### src/rtl/eth_pkg.sv
// rtl/eth_pkg.sv - Ethernet/ARP framing constants shared by the ARP receive and transmit paths
package eth_pkg;

  localparam logic [7:0]  ETH_PREAMBLE = 8'h55;
  localparam logic [7:0]  ETH_SFD      = 8'hD5;
  localparam logic [15:0] ETH_TYPE_ARP = 16'h0806;
  localparam logic [47:0] MAC_BCAST    = 48'hFFFF_FFFF_FFFF;
  localparam logic [15:0] ARP_OP_REQ   = 16'h0001;
  localparam logic [15:0] ARP_OP_REPLY = 16'h0002;
  localparam int          ETH_HEAD_LEN = 14;
  localparam int          ARP_LEN      = 28;

endpackage

### src/rtl/arp_rx.sv
// rtl/arp_rx.sv - GMII ARP receiver: parses and filters ARP frames, reports sender addresses
module arp_rx
  import eth_pkg::*;
#(
  parameter logic [47:0] BOARD_MAC = 48'h00_11_22_33_44_55,
  parameter logic [31:0] BOARD_IP  = {8'd192, 8'd168, 8'd1, 8'd10}
) (
  input  logic        clk,
  input  logic        rst_n,
  input  logic        gmii_rx_dv,
  input  logic [7:0]  gmii_rxd,
  output logic        arp_rx_done,
  output logic        arp_rx_type,
  output logic [47:0] src_mac,
  output logic [31:0] src_ip
);

  typedef enum logic [2:0] {
    S_IDLE,
    S_PREAMBLE,
    S_ETH_HEAD,
    S_ARP_DATA,
    S_RX_END
  } state_t;

  localparam logic [4:0] PRE_MIN  = 5'd6;
  localparam logic [4:0] PRE_MAX  = 5'd7;
  localparam logic [4:0] HEAD_END = 5'(ETH_HEAD_LEN - 1);
  localparam logic [4:0] ARP_END  = 5'(ARP_LEN - 1);

  state_t      state;
  logic [4:0]  cnt;
  logic        dv_r;
  logic [7:0]  rxd_r;
  logic [47:0] da_reg;
  logic [7:0]  etype_hi;
  logic [15:0] op_reg;
  logic [47:0] smac_reg;
  logic [31:0] sip_reg;
  logic [23:0] tip_reg;

  logic da_ok;
  logic type_ok;
  logic op_ok;
  logic tip_ok;

  assign da_ok   = (da_reg == BOARD_MAC) || (da_reg == MAC_BCAST);
  assign type_ok = ({etype_hi, rxd_r} == ETH_TYPE_ARP);
  assign op_ok   = (op_reg == ARP_OP_REQ) || (op_reg == ARP_OP_REPLY);
  // Target IP is only complete once its last byte sits in rxd_r.
  assign tip_ok  = ({tip_reg, rxd_r} == BOARD_IP);

  always_ff @(posedge clk or negedge rst_n) begin
    if (!rst_n) begin
      state       <= S_IDLE;
      cnt         <= 5'd0;
      dv_r        <= 1'b0;
      rxd_r       <= 8'd0;
      da_reg      <= 48'd0;
      etype_hi    <= 8'd0;
      op_reg      <= 16'd0;
      smac_reg    <= 48'd0;
      sip_reg     <= 32'd0;
      tip_reg     <= 24'd0;
      arp_rx_done <= 1'b0;
      arp_rx_type <= 1'b0;
      src_mac     <= 48'd0;
      src_ip      <= 32'd0;
    end else begin
      dv_r        <= gmii_rx_dv;
      rxd_r       <= gmii_rxd;
      arp_rx_done <= 1'b0;

      case (state)
        S_IDLE: begin
          if (dv_r && rxd_r == ETH_PREAMBLE) begin
            state <= S_PREAMBLE;
            cnt   <= 5'd1;
          end
        end

        S_PREAMBLE: begin
          if (!dv_r) begin
            state <= S_IDLE;
            cnt   <= 5'd0;
          end else if (rxd_r == ETH_PREAMBLE) begin
            if (cnt == PRE_MAX) begin
              state <= S_RX_END;
              cnt   <= 5'd0;
            end else begin
              cnt <= cnt + 5'd1;
            end
          end else if (rxd_r == ETH_SFD && cnt >= PRE_MIN && cnt <= PRE_MAX) begin
            state <= S_ETH_HEAD;
            cnt   <= 5'd0;
          end else begin
            state <= S_RX_END;
            cnt   <= 5'd0;
          end
        end

        S_ETH_HEAD: begin
          if (!dv_r) begin
            state <= S_IDLE;
            cnt   <= 5'd0;
          end else begin
            if (cnt < 5'd6) da_reg <= {da_reg[39:0], rxd_r};
            if (cnt == 5'd12) etype_hi <= rxd_r;
            if (cnt == HEAD_END) begin
              state <= (da_ok && type_ok) ? S_ARP_DATA : S_RX_END;
              cnt   <= 5'd0;
            end else begin
              cnt <= cnt + 5'd1;
            end
          end
        end

        S_ARP_DATA: begin
          if (!dv_r) begin
            state <= S_IDLE;
            cnt   <= 5'd0;
          end else begin
            if (cnt >= 5'd6 && cnt <= 5'd7)   op_reg   <= {op_reg[7:0], rxd_r};
            if (cnt >= 5'd8 && cnt <= 5'd13)  smac_reg <= {smac_reg[39:0], rxd_r};
            if (cnt >= 5'd14 && cnt <= 5'd17) sip_reg  <= {sip_reg[23:0], rxd_r};
            if (cnt >= 5'd24 && cnt <= 5'd26) tip_reg  <= {tip_reg[15:0], rxd_r};
            if (cnt == ARP_END) begin
              if (tip_ok && op_ok) begin
                arp_rx_done <= 1'b1;
                arp_rx_type <= (op_reg == ARP_OP_REPLY);
                src_mac     <= smac_reg;
                src_ip      <= sip_reg;
              end
              state <= S_RX_END;
              cnt   <= 5'd0;
            end else begin
              cnt <= cnt + 5'd1;
            end
          end
        end

        S_RX_END: begin
          if (!dv_r) begin
            state <= S_IDLE;
            cnt   <= 5'd0;
          end
        end

        default: begin
          state <= S_IDLE;
          cnt   <= 5'd0;
        end
      endcase
    end
  end

endmodule
### config.mk
export PLATFORM = sky130hd
export DESIGN_NAME = arp_rx
export DESIGN_NICKNAME = d
export VERILOG_FILES = /design/src/rtl/eth_pkg.sv /design/src/rtl/arp_rx.sv
export SDC_FILE = /design/constraint.sdc
export NUM_CORES = 1
export LEC_CHECK = 0
export ABC_AREA = 0
export CAP_MARGIN = 20
export CELL_PAD_IN_SITES_DETAIL_PLACEMENT = 1
export CELL_PAD_IN_SITES_GLOBAL_PLACEMENT = 1
export CORE_MARGIN = 2
export CORE_UTILIZATION = 51
export CTS_BUF_LIST = sky130_fd_sc_hd__clkbuf_8
export CTS_CLUSTER_SIZE = 12
export DETAILED_ROUTE_END_ITERATION = 12
export PLACE_DENSITY = 0.82
export SLEW_MARGIN = 20
export SYNTH_ARGS = -nofsm -noshare
export SYNTH_HDL_FRONTEND = slang
export SYNTH_SLANG_ARGS = --single-unit
### constraint.sdc
create_clock -name clk -period 2.4 [get_ports clk]
set_input_delay 0.24 -clock clk [delete_from_list [all_inputs] [get_ports clk]]
set_output_delay 0.24 -clock clk [all_outputs]
set_load 0.01 [all_outputs]
==> results of run 1 <==
worst max-delay path: stages (launching register included):
cell,delay [ns]
dfrtp_1,0.41
nor4_1,0.45
nand4_2,0.19
nor4_4,0.37
nand2b_4,0.09
buf_12,0.22
mux2_4,0.36
cell type report:
| cell class | instances | area [sq um] | area share, % |
|---|---|---|---|
| sequential | 275 | 6880 | 50.8 |
| multi-input combinational | 384 | 4170 | 30.8 |
| timing repair buffer | 121 | 1250 | 9.20 |
| clock buffer | 55 | 757 | 5.59 |
| tap | 280 | 350 | 2.59 |
| clock inverter | 25 | 116 | 0.859 |
| inverter | 7 | 26.3 | 0.194 |
stage by stage:
stage | worst slack (ns) | power, uW | utilization (%) | TNS, ns
3_5_place_dp | 0.0668 | 5220 | 58.0 | 0
5_1_grt | -0.000778 | 9400 | 62.1 | -0.00148
4_1_cts | 0.0417 | 9150 | 62.0 | 0
3_3_place_gp | 0.133 | 5180 | 58.0 | 0
2_1_floorplan | 0.317 | 4980 | - | 0
6_report | 0.107 | 9020 | 62.1 | 0
what timing repair did:
item	CTS	global route
resized for setup	0	1
setup endpoints to repair	0	80
hold buffers	1	0
endpoints found under the hold margin	80	0
worst max path at each step:
| stage | start | endpoint | slack, ns | cells past startpoint |
|---|---|---|---|---|
| after floorplan | cnt[0] | op_reg[10] | 0.32 | 7 |
| after global placement | op_reg[8] | src_ip[27] | 0.13 | 6 |
| after detailed placement | op_reg[8] | src_mac[1] | 0.07 | 6 |
| after CTS | op_reg[8] | src_ip[8] | 0.04 | 6 |
| after global routing | op_reg[8] | src_mac[20] | -0.0008 | 6 |
| final | op_reg[8] | src_mac[39] | 0.11 | 6 |
cells by family after synthesis:
logic type | Yosys count | synth area share, %
buf+inv | 36 | 2.64
xor+xnor | 2 | 0.155
flops | 275 | 60.9
simple gates | 92 | 5.57
mux | 256 | 28.2
compound gates | 30 | 2.18
fa+ha+maj | 4 | 0.443
per-layer routing:
layer  global-route usage [%]  vias to the layer above
li1                         -                     2836
met1                     28.3                     3298
met2                     35.2                      144
met3                     3.26                       31
met4                     6.08                        0
met5                        0                        -
power groups by stage:
stage	registers [uW]	clock network (uW)	logic, uW
final	4720	3860	440
after global routing	4720	4200	483
after CTS	4720	3990	446
after floorplan	4800	0	185
after global placement	4790	0	391
after detailed placement	4800	0	426
placed cells by master, fill, tap and decap left out, types with 13 or more instances in the layout:
cell,instances
nand2_1,13
buf_4,20
clkdlybuf4s50_1,91
nor4_1,15
mux2_4,80
clkbuf_8,55
mux2_2,176
inv_1,24
nand4_1,13
dfrtp_1,275
==> results.md, run 1 <==
- Status: finished, final reports clean
- Slew Limit Fails: 0
- Slew at the pin with the worst max-slew slack: 0.693 ns
- Share of cells above drive strength 1: 42.0%
- Most frequent cell after synthesis: dfrtp_1
- First drt pass iteration count: 4
- Core area: 21800 sq um
- Synth cell types: 57
- R2r startpoint: op_reg[8]
- Total Wirelength: 23900 microns
- Cell count after synthesis: 695
- Synth cell count leaders: dfrtp_1 (275), mux2_2 (176), mux2_4 (80)
- Syn_nets: 710
- EDFF count, synth: 0
- Initial core utilization: 51.8%
- Worst IR Drop VDD: 396 uV
- Top cell type by total area after synthesis: dfrtp_1
- Ports: 93
- Main synth FF type: dfrtp_1
- Max-capacitance violation count: 0
- Clk Latency, worst-skew pair: 0.56 ns
- Initial antenna violation count: 0
- WL met2: 11900 microns
- Worst R2R End: src_mac[39]
- Final period util: 95.5%
- WHS Endpoint: rxd_r[1]
- Yosys warnings: 0
- Number of global-route vias before repair: 7221
- Syn avg cell area: 16.3 sq um
- Hold_ws: 0.139 ns
- Synth area leaders: dfrtp_1 (61%), mux2_2 (18%), mux2_4 (11%)
- FP Rows: 54
- Setup Fix Bufs, Post-CTS: 0
- Setup violators final: 0
- Hold-critical path depth: 1
- Top cell type's share of synthesized area: 60.9%
- FF-to-FF setup slack: 0.11 ns
- N_diodes: 0
- Async set or reset register ratio after synthesis: 100%
- Critical path data arrival time: 2.73 ns
- CTS tree: built
- Vias: 6309
- Max Fclk: 0.436 GHz
- Routability cong.: 0.837
- Post-DP HPWL: 16000 microns
- Top routing layer used: met4
- Post-synthesis sequential area ratio: 60.9%
- Remaining DRCs: 0
- Crit path required time: 2.84 ns
- Mapped Area: 11300 sq um
- Clock power share: 42.8%
- Final Instance Area: 13500 sq um
- P_int: 6900 uW
- Pwr/cell area: 666 nW/um^2
- Number of fill cells: 1976
- Nature of the critical path endpoint: flop
- Routed length on met3: 892 microns
- Final ANT Viol Nets: 0
- Critical path class: flop to flop
- Dpl cell area: 12700 sq um
- Finished Layout Cells: 1147
- Rel. slew slack: 53.6%
- Clk_skew: 0.0272 ns
- Die area: 23400 sq um
- Total GRT Usage: 20.9%
- Nets: 850
- First-pass GRT wire length: 39500 microns
- Hold path startpoint: gmii_rxd[1]
- Dpl cells: 1066
- LEAKAGE: 0.00685 uW
- Bufs on Longest Clock Path: 3
- Sw frac: 23.6%
- M1 wire length: 10700 microns
- Reg power frac: 52.3%
- FF+latch count, synth: 275
- H-tree depth: 2
- Sw power: 2120 uW
- Min Clock Period, post-route: 2.29 ns
- Vias per cell: 5.50
- Die H: 153 microns
- Reg2Reg Depth: 6
- Remaining global-route overflow: 0
- CTS clk-pin slew, worst paths: 0.06 ns
- Worst Path Max Fanout: 57
- Die width: 153 microns
- Synth-to-Final Area Change: 19.8%
- Crit start category: flop
- Min-delay worst type: input port to flop
- Clock root cell: clkbuf_8
- Largest net degree at the start of global routing: 87
- Comb pwr share: 4.9%
- Hold Vio Cnt, Final: 0
- Total CTS buffers: 46
- DR WL/cell: 20.9 microns
- I/O Buffers: 92
- DRT iter0 DRCs: 227
- CTS sink cnt: 275
Note: power is estimated with default switching activity, not from simulation.
==> inputs of run 2 (changes only) <==
Settings changed: CORE_ASPECT_RATIO set to 1.4.
==> results.md, run 2 (synthesized netlist as in run 1, its figures left out) <==
- Status: finished, final reports clean
- R2r startpoint: op_reg[13]
- FF/Latch Area: 6880 sq um (unchanged)
- Critical Path, Cell by Cell: nor4_1 -> nand4_2 -> nor4_4 -> nand2b_4 -> buf_12 -> mux2_4
- Clock root cell: clkbuf_8
- Remaining DRCs: 0 (unchanged)
- Die area: 23400 sq um (about the same)
- Reg2Reg Depth: 6 (unchanged)
- CP Buf/Inv Count: 1 (unchanged)
- Number of fill cells: 1988 (+0.61%)
- Setup_tns: 0 ns (unchanged)
- CTS clk-pin slew, worst paths: 0.06 ns (about the same)
- Worst Path Max Fanout: 61 (+7.0%)
- Slew at the pin with the worst max-slew slack: 0.659 ns (-0.0341 ns)
- Rel. slew slack: 55.8% (+2.3 points)
- Largest net degree at the start of global routing: 78 (-10%)
- Setup Fix Bufs, Post-CTS: 0 (unchanged)
- Final period util: 97.9% (+2.4 points)
- Commonest cells after routing, fill and taps aside: dfrtp_1 (275), mux2_2 (176), clkdlybuf4s50_1 (91), mux2_4 (80), clkbuf_8 (55)
- FP Rows: 64 (+19%)
- Bufs on Longest Clock Path: 3 (unchanged)
- First drt pass iteration count: 4 (unchanged)
- Setup violators final: 0 (unchanged)
- Ports: 93 (unchanged)
- Number of global-route vias before repair: 7403 (+2.5%)
- Final ANT Viol Nets: 0 (unchanged)
- Nature of the critical path endpoint: flop
- Initial antenna violation count: 0 (unchanged)
- WP depth: 6 (unchanged)
- CTS tree: built
- Remaining global-route overflow: 0 (unchanged)
- Pwr/cell area: 668 nW/um^2 (+0.28%)
- Total CTS buffers: 43 (-6.5%)
- First-pass GRT wire length: 40700 microns (+3.0%)
- Vias: 6416 (+1.7%)
- CP Launch Point: op_reg[13]
- Most common cell after layout, fill and taps aside: dfrtp_1
- Critical path class: flop to flop
- Worst IR Drop VDD: 358 uV (-9.6%)
- RSZ-0062 raised after global routing: false
- Slew Limit Fails: 0 (unchanged)
- Worst R2R End: src_mac[1]
- Slowest cell delay on critical path: 0.47 ns (+0.02 ns)
- Hold Vio Cnt, Final: 0 (unchanged)
- Min Clock Period, post-route: 2.35 ns (+0.0574 ns)
- Critical path data arrival time: 2.75 ns (+0.02 ns)
- Die width: 130 microns (-15%)
- DRT iter0 DRCs: 241 (+6.2%)
- Worst path top cell family by delay: simple AND/OR/NAND/NOR gates
- Max Fclk: 0.426 GHz (-2.4%)
- H-tree depth: 2 (unchanged)
- Die H: 180 microns (+18%)
- Synth-to-Final Area Change: 19.7%
- Routability cong.: 0.845 (+0.98%)
- Share of cells above drive strength 1: 42.1% (+0.14 points)
- Nets: 845 (-0.59%)
- LEAKAGE: 0.00682 uW (-0.45%)
- FF-to-FF setup slack: 0.05 ns (-0.06 ns)
- CTS sink cnt: 275 (unchanged)
- Max-capacitance violation count: 0 (unchanged)
- Min-delay worst type: input port to flop
- I/O Buffers: 92 (unchanged)
- Final Util: 62.1% (about the same)
- Total GRT Usage: 22.2% (+1.3 points)
- N_diodes: 0 (unchanged)
- Critical Path End: src_mac[1]
- Crit start category: flop
- CP max stage cell: nor4_1
- DR WL/cell: 21.8 microns (+4.6%)
- Core area: 21800 sq um (-0.19%)
- Initial core utilization: 51.9% (+0.10 points)
- Multi-input logic area: 4180 sq um (+0.30%)
- Total Wirelength: 25200 microns (+5.2%)
- Post-DP HPWL: 17300 microns (+7.7%)
- Crit path required time: 2.80 ns (-0.04 ns)
- Clk Latency, worst-skew pair: 0.54 ns (-0.02 ns)
- Vias per cell: 5.56 (+1.1%)
- Clk_skew: 0.0244 ns (-0.00286 ns)
==> run 2: area by class of cell <==
type,instances,area share [%]
flip-flops and latches,275,50.9
multi-input cells,384,30.9
repair buffers,119,9.01
clock buffers,55,5.59
well taps,297,2.75
clock inverters,17,0.703
inverters,7,0.194
==> run 2: where the power goes <==
part | switching (uW) | total [uW] | internal (uW)
clock | 1750 | 3900 | 2150
sequential | 45.8 | 4720 | 4670
combinational | 272 | 420 | 148
==> run 2: worst min-delay path by stage <==
stage                     slack, ns  cells after the start         from     endpoint
after detailed placement       0.26                      1        rst_n  src_mac[34]
after global routing           0.12                      1  gmii_rxd[0]     rxd_r[0]
after floorplan               -0.06                      0        rst_n  arp_rx_done
after CTS                      0.11                      1   gmii_rx_dv         dv_r
final                          0.14                      1   gmii_rx_dv         dv_r
after global placement         0.26                      1        rst_n  src_mac[42]
==> run 2: repair_timing <==
item                                    CTS  global route
hold buffers                              1             0
gates resized for setup                   0             3
endpoints found under the hold margin    71             0
endpoints found under the setup margin    0            71
==> run 2: routing by layer <==
metal  global-route usage (%)  up-vias  routed length, microns  share of wire, %
li1                         -     2812                       -                 -
met1                     25.8     3387                    9880                39
met2                     40.0      145                   13700                54
met3                     3.83       72                     819               3.2
met4                     8.86        0                     840               3.3
met5                        0        -                       0                 0
==> run 2: through the flow <==
step | area [sq um] | std cells | hold WS, ns | worst slack, ns | power [uW]
after detailed placement | 12600 | 1081 | 0.262 | 0.0494 | 5220
after CTS | 13500 | 1154 | 0.112 | 0.00589 | 9150
after global routing | 13500 | 1154 | 0.116 | 0.0145 | 9390
after floorplan | 11300 | 695 | -0.0556 | 0.317 | 4980
final | 13500 | 1154 | 0.138 | 0.0499 | 9030
after global placement | 12600 | 1081 | 0.261 | 0.135 | 5190
